$ cat src/rtl/vip_featuremap_conv2d_1_filter.sv
// rtl/vip_featuremap_conv2d_1_filter.sv - pointwise 1x1 conv for one conv2d_1 filter with output FIFO
// Optional ReLU on the saturated result: define VIP_CONV2D_1_RELU_EN.
module vip_featuremap_conv2d_1_filter #(
    parameter int                        DWIDTH     = 32,
    parameter int                        FRAC       = 16,
    parameter logic signed [DWIDTH-1:0]  W0         = 32'h0001_0000,
    parameter logic signed [DWIDTH-1:0]  W1         = 32'h0001_0000,
    parameter logic signed [DWIDTH-1:0]  W2         = 32'h0001_0000,
    parameter logic signed [DWIDTH-1:0]  W3         = 32'h0001_0000,
    parameter logic signed [DWIDTH-1:0]  W4         = 32'h0001_0000,
    parameter logic signed [DWIDTH-1:0]  W5         = 32'h0001_0000,
    parameter logic signed [DWIDTH-1:0]  W6         = 32'h0001_0000,
    parameter logic signed [DWIDTH-1:0]  W7         = 32'h0001_0000,
    parameter logic signed [DWIDTH-1:0]  BIAS       = 32'h0000_0000,
    parameter int                        FIFO_DEPTH = 16
) (
    input  logic              clock,
    input  logic              reset,
    input  logic [DWIDTH-1:0] fifo_in_data0,
    input  logic [DWIDTH-1:0] fifo_in_data1,
    input  logic [DWIDTH-1:0] fifo_in_data2,
    input  logic [DWIDTH-1:0] fifo_in_data3,
    input  logic [DWIDTH-1:0] fifo_in_data4,
    input  logic [DWIDTH-1:0] fifo_in_data5,
    input  logic [DWIDTH-1:0] fifo_in_data6,
    input  logic [DWIDTH-1:0] fifo_in_data7,
    input  logic              fifo_in_wrreq,
    output logic              fifo_in_full,
    output logic [DWIDTH-1:0] fifo_out_data,
    input  logic              fifo_out_rdreq,
    output logic              fifo_out_empty
);

    localparam int AW = $clog2(FIFO_DEPTH);
    localparam int PW = 2 * DWIDTH;
    localparam int SW = PW + 4;

    localparam logic signed [SW-1:0] SAT_MAX = {{(SW-DWIDTH+1){1'b0}}, {(DWIDTH-1){1'b1}}};
    localparam logic signed [SW-1:0] SAT_MIN = {{(SW-DWIDTH+1){1'b1}}, {(DWIDTH-1){1'b0}}};

    function automatic logic signed [DWIDTH-1:0] weight(input int i);
        case (i)
            0:       return W0;
            1:       return W1;
            2:       return W2;
            3:       return W3;
            4:       return W4;
            5:       return W5;
            6:       return W6;
            default: return W7;
        endcase
    endfunction

    // Full-width signed product, then floor-rounded back to the data's binary point.
    function automatic logic signed [PW-1:0] mul_shift(input logic signed [DWIDTH-1:0] d,
                                                       input logic signed [DWIDTH-1:0] w);
        logic signed [PW-1:0] de;
        logic signed [PW-1:0] we;
        de = d;
        we = w;
        return (de * we) >>> FRAC;
    endfunction

    logic [DWIDTH-1:0]        din [8];
    logic signed [DWIDTH-1:0] s0_d [8];
    logic                     s0_v;
    logic signed [PW-1:0]     s1_p [8];
    logic                     s1_v;
    logic [DWIDTH-1:0]        s2_r;
    logic                     s2_v;
    logic                     accept;

    logic signed [SW-1:0]     acc;
    logic [DWIDTH-1:0]        sat;
    logic [DWIDTH-1:0]        res;

    logic [DWIDTH-1:0]        mem [FIFO_DEPTH];
    logic [AW-1:0]            wr_ptr;
    logic [AW-1:0]            rd_ptr;
    logic [AW:0]              count;
    logic                     push;
    logic                     pop;
    logic [AW+1:0]            occupancy;

    assign din[0] = fifo_in_data0;
    assign din[1] = fifo_in_data1;
    assign din[2] = fifo_in_data2;
    assign din[3] = fifo_in_data3;
    assign din[4] = fifo_in_data4;
    assign din[5] = fifo_in_data5;
    assign din[6] = fifo_in_data6;
    assign din[7] = fifo_in_data7;

    assign accept = fifo_in_wrreq && !fifo_in_full;

    always_ff @(posedge clock or posedge reset) begin
        if (reset) begin
            s0_v <= 1'b0;
            s1_v <= 1'b0;
            s2_v <= 1'b0;
        end else begin
            s0_v <= accept;
            s1_v <= s0_v;
            s2_v <= s1_v;
        end
    end

    always_ff @(posedge clock) begin
        if (accept) begin
            for (int i = 0; i < 8; i++) begin
                s0_d[i] <= $signed(din[i]);
            end
        end
        if (s0_v) begin
            for (int i = 0; i < 8; i++) begin
                s1_p[i] <= mul_shift(s0_d[i], weight(i));
            end
        end
        if (s1_v) begin
            s2_r <= res;
        end
    end

    always_comb begin
        acc = BIAS;
        for (int i = 0; i < 8; i++) begin
            acc = acc + s1_p[i];
        end
        if (acc > SAT_MAX) begin
            sat = SAT_MAX[DWIDTH-1:0];
        end else if (acc < SAT_MIN) begin
            sat = SAT_MIN[DWIDTH-1:0];
        end else begin
            sat = acc[DWIDTH-1:0];
        end
`ifdef VIP_CONV2D_1_RELU_EN
        res = sat[DWIDTH-1] ? '0 : sat;
`else
        res = sat;
`endif
    end

    // Output FIFO: the full flag counts in-flight stages so a result always has a slot.
    assign push = s2_v;
    assign pop  = fifo_out_rdreq && (count != '0);

    always_ff @(posedge clock or posedge reset) begin
        if (reset) begin
            wr_ptr <= '0;
            rd_ptr <= '0;
            count  <= '0;
        end else begin
            if (push) begin
                wr_ptr <= wr_ptr + 1'b1;
            end
            if (pop) begin
                rd_ptr <= rd_ptr + 1'b1;
            end
            case ({push, pop})
                2'b10:   count <= count + 1'b1;
                2'b01:   count <= count - 1'b1;
                default: count <= count;
            endcase
        end
    end

    always_ff @(posedge clock) begin
        if (push) begin
            mem[wr_ptr] <= s2_r;
        end
    end

    always_comb begin
        occupancy = (AW+2)'(count) + (AW+2)'(s0_v) + (AW+2)'(s1_v) + (AW+2)'(s2_v);
    end

    assign fifo_in_full   = occupancy >= (AW+2)'(FIFO_DEPTH);
    assign fifo_out_empty = (count == '0);
    assign fifo_out_data  = fifo_out_empty ? '0 : mem[rd_ptr];

endmodule

$ cat config.mk
export PLATFORM = sky130hd
export DESIGN_NAME = vip_featuremap_conv2d_1_filter
export DESIGN_NICKNAME = d
export VERILOG_FILES = /design/src/rtl/vip_featuremap_conv2d_1_filter.sv
export SDC_FILE = /design/constraint.sdc
export NUM_CORES = 1
export LEC_CHECK = 0
export BUFFER_PORTS_ARGS = -buffer_cell sky130_fd_sc_hd__buf_4
export CAP_MARGIN = 20
export CORE_ASPECT_RATIO = 1.25
export CORE_MARGIN = 2
export CORE_UTILIZATION = 60
export DETAILED_ROUTE_END_ITERATION = 7
export PLACE_DENSITY_LB_ADDON = 0.3
export RECOVER_POWER = 25
export REMOVE_ABC_BUFFERS = 1
export SLEW_MARGIN = 15
export SYNTH_ARGS = -nofsm -noshare
export SYNTH_HDL_FRONTEND = slang
export SYNTH_SLANG_ARGS = --single-unit
$ cat constraint.sdc
create_clock -name clock -period 35.7 [get_ports clock]
set_clock_uncertainty 0.2 [all_clocks]
set_input_delay 1.785 -clock clock [delete_from_list [all_inputs] [get_ports clock]]
set_output_delay 1.785 -clock clock [all_outputs]
set_load 0.05 [all_outputs]
---- Word level (Yosys, flattened, before mapping) ----
Memories as Yosys holds them, arrays and structs flattened.
Cells that the tools add are included.
Widths: inputs -> output; s select.
cells by class
  $add $sub $neg .......................... 14
  $lt $le $gt $ge ......................... 3
  $mul .................................... 8
  div/mod/pow operators ................... 0
  reductions and logical operators ........ 6
  shift-type cells ........................ 0
  equal/unequal tests ..................... 2
  mux-type cells .......................... 10
  bitwise logic cells ..................... 0
operator list
  operator              count
  $mul 32x32->64        8
  $add 68x64->68        3
  $mux 32               3
  $add 67x64->68        1
  $gt 68x32->1 const B  1
  $lt 68x32->1 const B  1
  $add 66x64->67        1
  $add 65x64->66        1
  $add 64x64->65        1
  $add 6x1->6           2
  $pmux 5 s2            1
  $add 4x1->4 const B   2
  $add 5x1->6           1
  $ge 6x5->1 const B    1
  $mux 1                6
  $add 5x1->5 const B   1
  $logic_not 5->1       1
  $reduce_bool 5->1     1
  $sub 5x1->5 const B   1
  $eq 2x1->1 const B    1
  $eq 2x2->1 const B    1
  $logic_and 1x1->1     2
  $reduce_bool 2->1     1
  $logic_not 1->1       1
storage, ports and cells
  bits in read-only memories .............. 0
  memory bits (writable) .................. 1,280
  input bits .............................. 260
  latch bits .............................. 0
  memories kept ........................... 3
  output and inout bits ................... 34
  register bits after elaboration ......... 48
memory list
  name  depth  bits a word  rd ports  clocked after Yosys merged registers in  wr ports  RTL line  RTL
  mem   16     32           1         0                                        1         77        logic [DWIDTH-1:0] mem [FIFO_DEPTH];
  s1_p  8      64           8         0                                        8         67        logic signed [PW-1:0] s1_p [8];
  s0_d  8      32           8         0                                        8         65        logic signed [DWIDTH-1:0] s0_d [8];

---- Depth between registers and ports, before layout ----
  word-level depth ........................ 9
  mapped depth ............................ 21
  gate-level depth less buffers ........... 20

---- Worst setup path before layout ----
Ideal clock, no wire load.
  path type ............................... register -> register
  from .................................... register s0_v
  to ...................................... register s0_v
  cell stages (with the launch flop) ...... 5
  slack ................................... 16.257 ns
  data required time ...................... 34.269 ns
  buffers on the path ..................... 0
  arrival ................................. 18.013 ns
  path through ............................ dfrtp_1 > fa_1 > a31oi_1 > o21bai_1 > nor2_1
on the way
  longest elaborated chain between the ends .. 6
ends and longest elaborated chain
  what                      RTL line  RTL
  start, declared           66        logic s0_v;
  start signal, assigned    102       s0_v <= accept;
  $add 5x1->6               174       occupancy = (AW+2)'(count) + (AW+2)'(s0_v) + (AW+2)'(s1_v) + (AW+2)'(s2_v);
  $add 6x1->6 (2 in a row)  174
  $ge 6x5->1                177       assign fifo_in_full = occupancy >= (AW+2)'(FIFO_DEPTH);
  via fifo_in_full          28        output logic fifo_in_full,
  $logic_not 1->1           94        assign accept = fifo_in_wrreq && !fifo_in_full;
  $logic_and 1x1->1         94
  via accept                71        logic accept;
The timed path passes the listed nets, and every way through them passes these cells.
A chain may end at the register's enable or synchronous reset.

==> flow_summary.ini <==
[grt]
use_met1_pct = 27.89
grt_pass1_vias = 23170
antenna_found_initial = 1
grt_max_degree = 181
overflow = 0
use_met3_pct = 2.794
grt_busiest_layer = met2
grt_util_all_layers_pct = 23.19
gr-usage-met2_pct = 43.33
grt_pass1_wl_mm = 132.8

[worst_hold_path]
hold_start = s0_d[1][119]
hold_path.class = reg -> reg

[sta]
worst_pin_slew_ns = 1.793
post-route-period-util_pct = 19.07
slew_headroom_pct = -19.56
setup_viol = 0
rsz0062_at_grt = false
tns_ns = 0
slew_viol_final = 34
hold-worst-slack_ns = 0.2092
timing.final.crit_period_ns = 6.807
fmax_mhz = 146.9
final_hold_viol_count = 0

[critical_path]
critPathLaunchType = flop
critPathSlowestCell = fa_1
crit_fanout = 22
crit_chain = inv_1 > fa_1 > inv_1 > fa_1 > fa_1 > inv_1 > fa_1 > inv_1 > ha_1 > a211oi_1 > nor2_1 > a211oi_1 > o211ai_1 > a31oi_1 > and3b_1 > nor4_1 > a21oi_4 > buf_16 > o32ai_1
rr_startpoint = s1_p[0][3]
critPathMaxStageDelay_ns = 0.59
arrival_ns = 7.08
end_kind = flop
critPathKind = reg -> reg
cpLargestDelayFamily = adder cells
startpoint = s1_p[0][3]
path_buf_inv = 5
crit_required_ns = 35.98

[cts]
cts.sinks = 1072
htreeDepth = 3
cts_resized = 0
cts_hold_buf = 0
post_cts_buffers = 0
clk_path_buf_depth = 3
cts_tree = done
cts_made_buffers = 96
cts_root_buffer = clkbuf_16
clock_latency_ns = 0.68
cts.reportedPaths.clkPinSlew_ns = 0.07

[die]
coreArea_um2 = 74410
die_h_um = 309.9
die_area_um2 = 77060
ios = 294
rows = 112
initial_core_util_pct = 60.35
dieWidth_um = 248.7

[routing]
post_drt_via_cell_ratio = 5.554
drcViolationCount = 6
drt_iter0_drc = 1642
ant_nets = 0
dr.pass1.iters = 8
wl_per_cell_um = 22.75
wl_mm = 86.17
via_count = 21033

[synthesis]
synthMuxAreaShare_pct = 8.119
synth_area_leader_cell = edfxtp_1
synth_area_um2 = 44910
synth_top_area_share_pct = 70.62
synth-edff-count = 1056
synth_fa_ha_area_share_pct = 10.14
synth_area_per_cell_um2 = 18.75
synthFlopType = edfxtp_1
ys_warn_count = 0
synth_top_family_by_area = adder cells
synth_xor_area_share_pct = 0.7412
synth_cells = 2395
synth-simple-area-share_pct = 2.014
synth.distinct_cells = 59
ys_seq_area_share_pct = 71.51
postSynth.asyncResetShare_pct = 1.493
synth_seq_cells = 1072
synth_compound_gate_area_share_pct = 2.770
synthTopCellsByArea = edfxtp_1 (71%), fa_1 (8.8%), mux4_2 (8.0%)

[finish]
final_cell_mix = edfxtp_1 (1,056), inv_1 (486), buf_4 (317)
final_common_cell = edfxtp_1
fin_nets = 3248
area_growth_pct = 14.60
drive_above_1_share_pct = 23.65

[place]
gp_congestion = 0.8601
dpl.hpwl_mm = 54.23
io_buffers = 293

[status]
violations = DRC, capacitance limit, slew limit
status = finished, violations left

[run]
drv_cap = 1
[worst reg2reg max path, stage by stage, from the launching register on]
cell	delay [ns]
edfxtp_1	0.33
inv_1	0.06
fa_1	0.54
inv_1	0.06
fa_1	0.52
fa_1	0.54
inv_1	0.05
fa_1	0.59
inv_1	0.07
ha_1	0.30
a211oi_1	0.50
nor2_1	0.22
a211oi_1	0.53
o211ai_1	0.34
a31oi_1	0.24
and3b_1	0.22
nor4_1	0.56
a21oi_4	0.24
buf_16	0.23
o32ai_1	0.31
[cell type report]
class / count / area, um^2
flip-flops and latches: 1072 / 32130
fillers: 4605 / 22950
multi-input cells: 765 / 10780
clock buffers: 123 / 2525
repair buffers: 322 / 2479
inverters: 486 / 1824
well taps: 969 / 1212
clock inverters: 48 / 510.5
diodes: 2 / 5.005
[cells in the mapped netlist (all sizes together), types with 5 or more instances]
cell type / n
edfxtp: 1056
inv: 486
fa: 198
mux4: 160
ha: 47
clkbuf: 43
nand2: 42
nor2b: 36
nor2: 34
a21oi: 33
o32ai: 31
buf: 29
xnor2: 21
a21o: 20
xor2: 17
dfrtp: 16
o21ai: 16
nand4: 11
nor3: 11
nand3: 10
o21bai: 8
a211oi: 7
and3: 7
nand2b: 6
a31oi: 5
[cell families after synthesis]
family,count (synthesis)
compound gates,143
xor+xnor,38
fa+ha+maj,245
buf+inv,558
flops,1072
mux,164
simple gates,175
[layer usage]
metal | up-vias | wire length (um)
met4 | 0 | 2569
met1 | 10812 | 30980
met5 | - | 0
li1 | 9361 | -
met2 | 696 | 48260
met3 | 164 | 4362
[through the flow]
stage | setup WS [ns] | instances | cell area [um^2] | util, %
finish | 28.89 | 3787 | 51460 | 69.16
CTS | 28.87 | 3783 | 51400 | 69.08
global placement | 29.09 | 3612 | 48370 | 65.00
floorplan | 16.26 | 2323 | 44610 | -
detailed placement | 28.89 | 3612 | 48370 | 65.00
global route | 28.65 | 3786 | 51460 | 69.15
[worst paths after layout]
kind                                      to  slack, ns  depth (start not counted)
worst max register to register       s2_r[4]      28.89                         19
worst min register to register  s1_p[1][215]       0.21                          0
worst min-delay path            s1_p[1][215]       0.21                          0
worst max-delay path                 s2_r[4]      28.89                         19
max in group asynchronous          rd_ptr[0]      33.86                          2
min in group asynchronous           count[2]       1.00                          2
[state kept, by name, indices dropped and copies added, names as in the netlist]
name    flops
push        1
s1_p      256
s0_v        1
count       5
mem       512
s1_v        1
wr_ptr      4
rd_ptr      4
s2_r       32
s0_d      256
Power is not shown: default switching activity piles up to over one toggle a cycle in this logic, so the estimate is an artifact.
